==> src/rtl/ult_slc_frame_serializer_pkg.sv <==
// Shared l0mdt bus constants for the SLC frame serializer slice.
// Contents:
//   SLC_RX_LEN_DEF, TTC_LEN_DEF, FLUSH_BIT_DEF : default widths / flush bit index
//   ser_state_e                                : serializer FSM states
//   sat_add16()                                : 16-bit saturating add
package ult_slc_frame_serializer_pkg;

  localparam int unsigned SLC_RX_LEN_DEF = 128;
  localparam int unsigned TTC_LEN_DEF    = 5;
  localparam int unsigned FLUSH_BIT_DEF  = 2;

  typedef enum logic {
    ST_IDLE  = 1'b0,
    ST_DRAIN = 1'b1
  } ser_state_e;

  function automatic logic [15:0] sat_add16(input logic [15:0] a, input logic [15:0] b);
    logic [16:0] s;
    s = {1'b0, a} + {1'b0, b};
    return s[16] ? 16'hFFFF : s[15:0];
  endfunction

endpackage

==> src/rtl/ult_slc_frame_fifo.sv <==
// Frame FIFO for the SLC serializer: one entry holds a whole BX frame.
// Ports:
//   clk, rst        : clock, asynchronous active-high reset
//   flush_i         : synchronous empty; overrides write and read
//   wr_en_i/wr_data_i : write request; accepted when not full, or when full
//                       with a read in the same cycle
//   rd_en_i/rd_data_o : pop request / head entry (first-word fall-through)
//   full_o, empty_o, level_o : occupancy status
module ult_slc_frame_fifo #(
  parameter int unsigned WIDTH = 384,
  parameter int unsigned DEPTH = 4
) (
  input  logic                     clk,
  input  logic                     rst,
  input  logic                     flush_i,
  input  logic                     wr_en_i,
  input  logic [WIDTH-1:0]         wr_data_i,
  input  logic                     rd_en_i,
  output logic [WIDTH-1:0]         rd_data_o,
  output logic                     full_o,
  output logic                     empty_o,
  output logic [$clog2(DEPTH):0]   level_o
);

  localparam int unsigned AW = $clog2(DEPTH);

  logic [WIDTH-1:0] mem_q [DEPTH];
  logic [AW-1:0]    wr_ptr_q, rd_ptr_q;
  logic [AW:0]      level_q;
  logic             do_wr, do_rd;

  assign full_o  = (level_q == (AW+1)'(DEPTH));
  assign empty_o = (level_q == '0);
  assign do_rd   = rd_en_i && !empty_o && !flush_i;
  assign do_wr   = wr_en_i && (!full_o || do_rd) && !flush_i;

  // Pointers are AW bits wide on a power-of-two depth, so they wrap naturally.
  always_ff @(posedge clk or posedge rst) begin
    if (rst) begin
      wr_ptr_q <= '0;
      rd_ptr_q <= '0;
      level_q  <= '0;
    end else if (flush_i) begin
      wr_ptr_q <= '0;
      rd_ptr_q <= '0;
      level_q  <= '0;
    end else begin
      if (do_wr) wr_ptr_q <= wr_ptr_q + AW'(1);
      if (do_rd) rd_ptr_q <= rd_ptr_q + AW'(1);
      case ({do_wr, do_rd})
        2'b10:   level_q <= level_q + (AW+1)'(1);
        2'b01:   level_q <= level_q - (AW+1)'(1);
        default: level_q <= level_q;
      endcase
    end
  end

  always_ff @(posedge clk) begin
    if (do_wr) mem_q[wr_ptr_q] <= wr_data_i;
  end

  assign rd_data_o = mem_q[rd_ptr_q];
  assign level_o   = level_q;

endmodule

==> src/rtl/ult_slc_frame_serializer.sv <==
// Serializes BX frames of N_CAND SLC candidates into one valid/ready stream of
// the valid candidates, lowest index first.
// Optional monitor: define ULT_SLC_SER_MON_EN to build the drop counter and
// FIFO level output; otherwise both outputs read 0 (dropping is unchanged).
// Ports:
//   clk, rst          : clock, asynchronous active-high reset
//   ttc_commands      : TTC bits; bit FLUSH_BIT flushes FIFO and drain
//   i_slc/i_slc_strobe: packed frame and its one-cycle strobe
//   o_slc/o_slc_valid/i_slc_ready : serialized candidate handshake
//   o_slc_idx, o_slc_last : source index / last candidate of its frame
//   o_drop_cnt, o_fifo_level : saturating drop count, stored frame count
module ult_slc_frame_serializer
  import ult_slc_frame_serializer_pkg::*;
#(
  parameter int unsigned SLC_RX_LEN  = SLC_RX_LEN_DEF,
  parameter int unsigned N_CAND      = 3,
  parameter int unsigned FRAME_DEPTH = 4,
  parameter int unsigned TTC_LEN     = TTC_LEN_DEF,
  parameter int unsigned FLUSH_BIT   = FLUSH_BIT_DEF,
  localparam int unsigned IW = (N_CAND > 1) ? $clog2(N_CAND) : 1,
  localparam int unsigned LW = $clog2(FRAME_DEPTH) + 1
) (
  input  logic                         clk,
  input  logic                         rst,
  input  logic [TTC_LEN-1:0]           ttc_commands,
  input  logic [SLC_RX_LEN*N_CAND-1:0] i_slc,
  input  logic                         i_slc_strobe,
  output logic [SLC_RX_LEN-1:0]        o_slc,
  output logic                         o_slc_valid,
  input  logic                         i_slc_ready,
  output logic [IW-1:0]                o_slc_idx,
  output logic                         o_slc_last,
  output logic [15:0]                  o_drop_cnt,
  output logic [LW-1:0]                o_fifo_level
);

  localparam int unsigned FW = SLC_RX_LEN * N_CAND;

  ser_state_e        state_q, state_d;
  logic [FW-1:0]     drain_q, drain_d;
  logic [N_CAND-1:0] pend_q, pend_d;

  logic [FW-1:0]     fifo_rd_data;
  logic              fifo_full, fifo_empty, fifo_pop, fifo_push;
  logic [LW-1:0]     fifo_level;
  logic [N_CAND-1:0] strobe_vmask, fifo_vmask;
  logic [IW-1:0]     cur_idx;
  logic              cur_found, cur_last, handshake, flush;

  assign flush = ttc_commands[FLUSH_BIT];

  always_comb begin
    strobe_vmask = '0;
    fifo_vmask   = '0;
    for (int unsigned k = 0; k < N_CAND; k++) begin
      strobe_vmask[k] = i_slc[k*SLC_RX_LEN + SLC_RX_LEN - 1];
      fifo_vmask[k]   = fifo_rd_data[k*SLC_RX_LEN + SLC_RX_LEN - 1];
    end
  end

  // Lowest pending index wins.
  always_comb begin
    cur_idx   = '0;
    cur_found = 1'b0;
    for (int unsigned k = 0; k < N_CAND; k++) begin
      if (pend_q[k] && !cur_found) begin
        cur_idx   = IW'(k);
        cur_found = 1'b1;
      end
    end
  end

  // Exactly one pending bit left.
  assign cur_last  = cur_found && ((pend_q & (pend_q - N_CAND'(1))) == '0);
  assign handshake = (state_q == ST_DRAIN) && i_slc_ready;

  // All-invalid frames never enter the FIFO; the FIFO itself rejects a write
  // when full unless the same edge pops.
  assign fifo_push = i_slc_strobe && (strobe_vmask != '0) && !flush;

  always_comb begin
    state_d  = state_q;
    drain_d  = drain_q;
    pend_d   = pend_q;
    fifo_pop = 1'b0;
    if (flush) begin
      state_d = ST_IDLE;
      pend_d  = '0;
    end else begin
      case (state_q)
        ST_IDLE: begin
          if (!fifo_empty) fifo_pop = 1'b1;
        end
        ST_DRAIN: begin
          if (handshake) begin
            if (cur_last) begin
              if (!fifo_empty) begin
                fifo_pop = 1'b1;
              end else begin
                state_d = ST_IDLE;
                pend_d  = '0;
              end
            end else begin
              pend_d[cur_idx] = 1'b0;
            end
          end
        end
        default: state_d = ST_IDLE;
      endcase
      // A pop reloads the drain register on the same edge, so a frame
      // following the last candidate of the previous one has no bubble.
      if (fifo_pop) begin
        state_d = ST_DRAIN;
        drain_d = fifo_rd_data;
        pend_d  = fifo_vmask;
      end
    end
  end

  always_ff @(posedge clk or posedge rst) begin
    if (rst) begin
      state_q <= ST_IDLE;
      drain_q <= '0;
      pend_q  <= '0;
    end else begin
      state_q <= state_d;
      drain_q <= drain_d;
      pend_q  <= pend_d;
    end
  end

  ult_slc_frame_fifo #(
    .WIDTH (FW),
    .DEPTH (FRAME_DEPTH)
  ) u_fifo (
    .clk       (clk),
    .rst       (rst),
    .flush_i   (flush),
    .wr_en_i   (fifo_push),
    .wr_data_i (i_slc),
    .rd_en_i   (fifo_pop),
    .rd_data_o (fifo_rd_data),
    .full_o    (fifo_full),
    .empty_o   (fifo_empty),
    .level_o   (fifo_level)
  );

  assign o_slc_valid = (state_q == ST_DRAIN);
  assign o_slc       = o_slc_valid ? drain_q[cur_idx*SLC_RX_LEN +: SLC_RX_LEN] : '0;
  assign o_slc_idx   = cur_idx;
  assign o_slc_last  = o_slc_valid && cur_last;

`ifdef ULT_SLC_SER_MON_EN
  logic [15:0] drop_cnt_q;
  logic [15:0] strobe_nv;
  logic        frame_drop;
  logic        unused_ttc;

  always_comb begin
    strobe_nv = '0;
    for (int unsigned k = 0; k < N_CAND; k++) begin
      strobe_nv = strobe_nv + 16'(strobe_vmask[k]);
    end
  end

  assign frame_drop = fifo_push && fifo_full && !fifo_pop;

  always_ff @(posedge clk or posedge rst) begin
    if (rst)             drop_cnt_q <= '0;
    else if (frame_drop) drop_cnt_q <= sat_add16(drop_cnt_q, strobe_nv);
  end

  assign o_drop_cnt   = drop_cnt_q;
  assign o_fifo_level = fifo_level;
  assign unused_ttc   = ^ttc_commands;
`else
  logic unused_mon;
  assign o_drop_cnt   = '0;
  assign o_fifo_level = '0;
  assign unused_mon   = ^{fifo_level, fifo_full, ttc_commands};
`endif

endmodule

==> config.mk <==
export PLATFORM = sky130hd
export DESIGN_NAME = ult_slc_frame_serializer
export DESIGN_NICKNAME = d
export VERILOG_FILES = /design/src/rtl/ult_slc_frame_serializer_pkg.sv /design/src/rtl/ult_slc_frame_fifo.sv /design/src/rtl/ult_slc_frame_serializer.sv
export SDC_FILE = /design/constraint.sdc
export NUM_CORES = 2
export LEC_CHECK = 0
export ABC_AREA = 1
export CORE_UTILIZATION = 43
export CTS_BUF_LIST = sky130_fd_sc_hd__clkbuf_2
export CTS_CLUSTER_DIAMETER = 30
export DETAILED_ROUTE_END_ITERATION = 7
export GPL_TIMING_DRIVEN = 0
export MAX_ROUTING_LAYER = met4
export PLACE_DENSITY = 0.6
export SETUP_SLACK_MARGIN = 0.05
export SYNTH_ARGS = -nofsm -noshare
export SYNTH_HDL_FRONTEND = slang
export SYNTH_SLANG_ARGS = --single-unit
export TNS_END_PERCENT = 30
==> constraint.sdc <==
create_clock -name clk -period 22.2 [get_ports clk]
set_clock_uncertainty 0.1 [all_clocks]
set_input_delay 4.44 -clock clk [delete_from_list [all_inputs] [get_ports clk]]
set_output_delay 4.44 -clock clk [all_outputs]
set_load 0.05 [all_outputs]
==> impl_metrics.env <==
export IMPL_run_status="completed"
export IMPL_cts_tree="yes"
export IMPL_reg2reg_depth=11
export IMPL_finalHoldViolations=0
export IMPL_avgViaCountPerCell=5.32
export IMPL_setup_repair_after_global_routing_missed_its_margin="no"
export IMPL_initial_utilization_pct=43.4
export IMPL_timing_critical_path_to_type="output pin"
export IMPL_drt_pre_antenna_iters=6
export IMPL_ys_dominant_reg_cell="edfxtp_1"
export IMPL_postCtsHoldBufs=0
export IMPL_worst_pin_slew_ps=1400
export IMPL_cellPowerDensity_nw_per_um2=127
export IMPL_vias=52400
export IMPL_placement_rows=152
export IMPL_clk_pin_slew_ps=90
export IMPL_syn_avg_cell_area_sq_um=12.6
export IMPL_slew_headroom_pct=6.83
export IMPL_final_seq_area_sq_um=56000
export IMPL_timing_hold_worst_class="register to register"
export IMPL_drt_first_iter_violations=4743
export IMPL_clock_latency_ps=1880
export IMPL_register_area_share_after_synthesis_pct=74.9
export IMPL_synth_largest_area_cell="edfxtp_1"
export IMPL_worst_setup_path_type="register to output pin"
export IMPL_grt_use_total_pct=27.0
export IMPL_cts_resized=0
export IMPL_critical_path_cell_chain="inv_1 -> nor2_1 -> inv_1 -> clkbuf_2 -> buf_2 -> nor2_1 -> a211oi_1 -> a211oi_1 -> clkdlybuf4s50_1"
export IMPL_final_core_utilization_pct=52.0
export IMPL_critical_path_startpoint_type="register"
export IMPL_cp_depth=9
export IMPL_mostFrequentLayoutCells="edfxtp_1, nor2_1, o21ai_0"
export IMPL_dp_hpwl_mm=156
export IMPL_critPathSlowestCell="clkdlybuf4s50_1"
export IMPL_largest_net_degree_at_the_start_of_global_routing=122
export IMPL_finalSetupViolations=0
export IMPL_vdd_ir_drop_worst_mv=0.0637
export IMPL_synth_top_area_share_pct=61.7
export IMPL_cp_arrival_ps=6030
export IMPL_critical_path_required_ps=17660
export IMPL_max_clk_rate_ghz=0.0946
export IMPL_routability_congestion_estimate=0.818
export IMPL_design_power_uw=11400
export IMPL_multi_input_area_sq_um=15700
export IMPL_ys_warnings_count=0
export IMPL_globalRouteOverflowTotal=0
export IMPL_area_growth_synth_to_final_pct=19.8
export IMPL_drc=0
export IMPL_clock_root_buffer="clkbuf_2"
export IMPL_post_synth_num_cell_types=26
export IMPL_drive_above_1_share_pct=15.0
export IMPL_cts_buffers_inserted=541
export IMPL_dominant_cells_by_area_after_synthesis="edfxtp_1, dfrtp_1, o21ai_0, nor2_1, nand2_1"
export IMPL_htree_levels=6
export IMPL_number_of_global_route_vias_before_repair=51800
export IMPL_yosys_register_bits=1931
export IMPL_initial_antenna_violation_count=81
export IMPL_finalCritPeriodShare_pct=47.6
export IMPL_final_max_slew_viols=0
export IMPL_drv_max_cap_violation_count=0
export IMPL_power_static_leakage_uw=0.0330
export IMPL_timing_critical_path_max_delay_family="buffers and inverters"
export IMPL_drt_total_wl_mm=233
export IMPL_tns_ps=0
export IMPL_slowest_delay_ps=940
export IMPL_timing_final_crit_period_ps=10570
export IMPL_io_pin_count=544
export IMPL_crit_fanout=10
export IMPL_routed_wire_length_per_instance_microns=23.7
export IMPL_mostFrequentLayoutCell="edfxtp_1"
export IMPL_die_area_sq_um=176000
export IMPL_post_synth_instance_area_sq_um=74800
export IMPL_fin_nets=7472
export IMPL_die_w_microns=419
export IMPL_total_of_buffers_placed_on_input_and_output_ports=520
export IMPL_async_reset_ff_share_pct=20.5
export IMPL_num_fill_cells=15300
export IMPL_first_pass_grt_wire_length_mm=335
export IMPL_synth_edf_count=1536
export IMPL_cp_buffers_inverters=5
export IMPL_post_synthesis_cell_count=5916
export IMPL_postCtsSetupBuffers=0
export IMPL_cts_path_max_buffers=4
export IMPL_coreArea_sq_um=172000
export IMPL_clock_sink_total=1931
export IMPL_die_height_microns=419
export IMPL_holdPathStages=2
export IMPL_route_antenna_remaining_nets=0
export IMPL_hold_worst_slack_ps=389
worst reg2reg max path, delay by kind of cell, from the launching register on:
family	cells	cell delay, ps
AOI/OAI and AO/OA	1	230
buffers and inverters	4	980
DFF	1	450
and+or+nand+nor	6	1610
power by group:
part,switching [uW],leakage (uW),internal (uW)
logic,3040,0.0105,1210
clock network,1500,0.00378,1070
registers,162,0.0188,4400
total,4710,0.0330,6680
registers in the layout (all words and copies together), names as in the netlist:
register         cells
u_fifo.mem_q      1536
drain_q            384
pend_q               3
u_fifo.level_o       3
u_fifo.rd_ptr_q      2
u_fifo.wr_ptr_q      2
o_slc_valid          1
area by class of cell:
class / count / area share, %
Sequential cell: 1931 / 62.5
Multi-Input combinational cell: 3291 / 17.5
Timing Repair Buffer: 597 / 7.63
Clock buffer: 802 / 4.48
Tap cell: 2310 / 3.23
Buffer: 429 / 2.36
Inverter: 283 / 1.20
Clock inverter: 144 / 0.923
Antenna cell: 55 / 0.154
cells in the mapped netlist, types with 2 or more instances:
master    count
dfrtp_1     395
buf_1        14
nand4_1       4
buf_4        54
a21oi_1       4
o21ai_1     164
o22ai_1     384
o21ai_0     868
edfxtp_1   1536
a211oi_1    256
nand3_1       8
inv_1       279
nand2_1     665
nor2_1      911
buf_6        24
clkinv_1      2
ha_1          4
clkbuf_1    257
buf_2        80
kinds of logic (layout without fill, tap and decap cells):
logic type	Yosys count	count (layout)	synth area share, %
AO/OA/AOI/OAI	1677	1677	12.7
adder cells (fa/ha/maj)	5	5	0.0937
buffers and inverters	712	2255	4.22
flip-flops	1931	1931	74.9
other	1	74	0.00502
AND/OR/NAND/NOR	1590	1590	8.03
per-layer routing:
| layer | GRT usage (%) | up-vias | wire (microns) |
|---|---|---|---|
| li1 | - | 24000 | - |
| met1 | 33.1 | 25700 | 93300 |
| met2 | 43.1 | 2184 | 115000 |
| met3 | 5.18 | 499 | 15700 |
| met4 | 12.9 | 0 | 9610 |
| met5 | - | - | 0 |
through the flow:
stage | cell area, sq um | instances | setup WS, ps
detailed placement | 84600 | 8841 | 13430
finish | 89600 | 9842 | 11630
CTS | 89400 | 9787 | 11280
global placement | 82900 | 8764 | -15490
floorplan | 74800 | 5934 | 33.4
global route | 89600 | 9837 | 11400
final timing paths:
| kind | to | startpoint | slack (ps) |
|---|---|---|---|
| worst min register to register | drain_q[54] | drain_q[54] | 390 |
| max in group asynchronous | drain_q[40] | rst | 17890 |
| worst max-delay path | o_slc[47] | pend_q[1] | 11630 |
| worst min-delay path | drain_q[54] | drain_q[54] | 390 |
| min in group asynchronous | drain_q[263] | rst | 2980 |
| worst max register to register | u_fifo.mem_q[1][174] | pend_q[0] | 18520 |
Note: power is estimated with default switching activity, not from simulation.
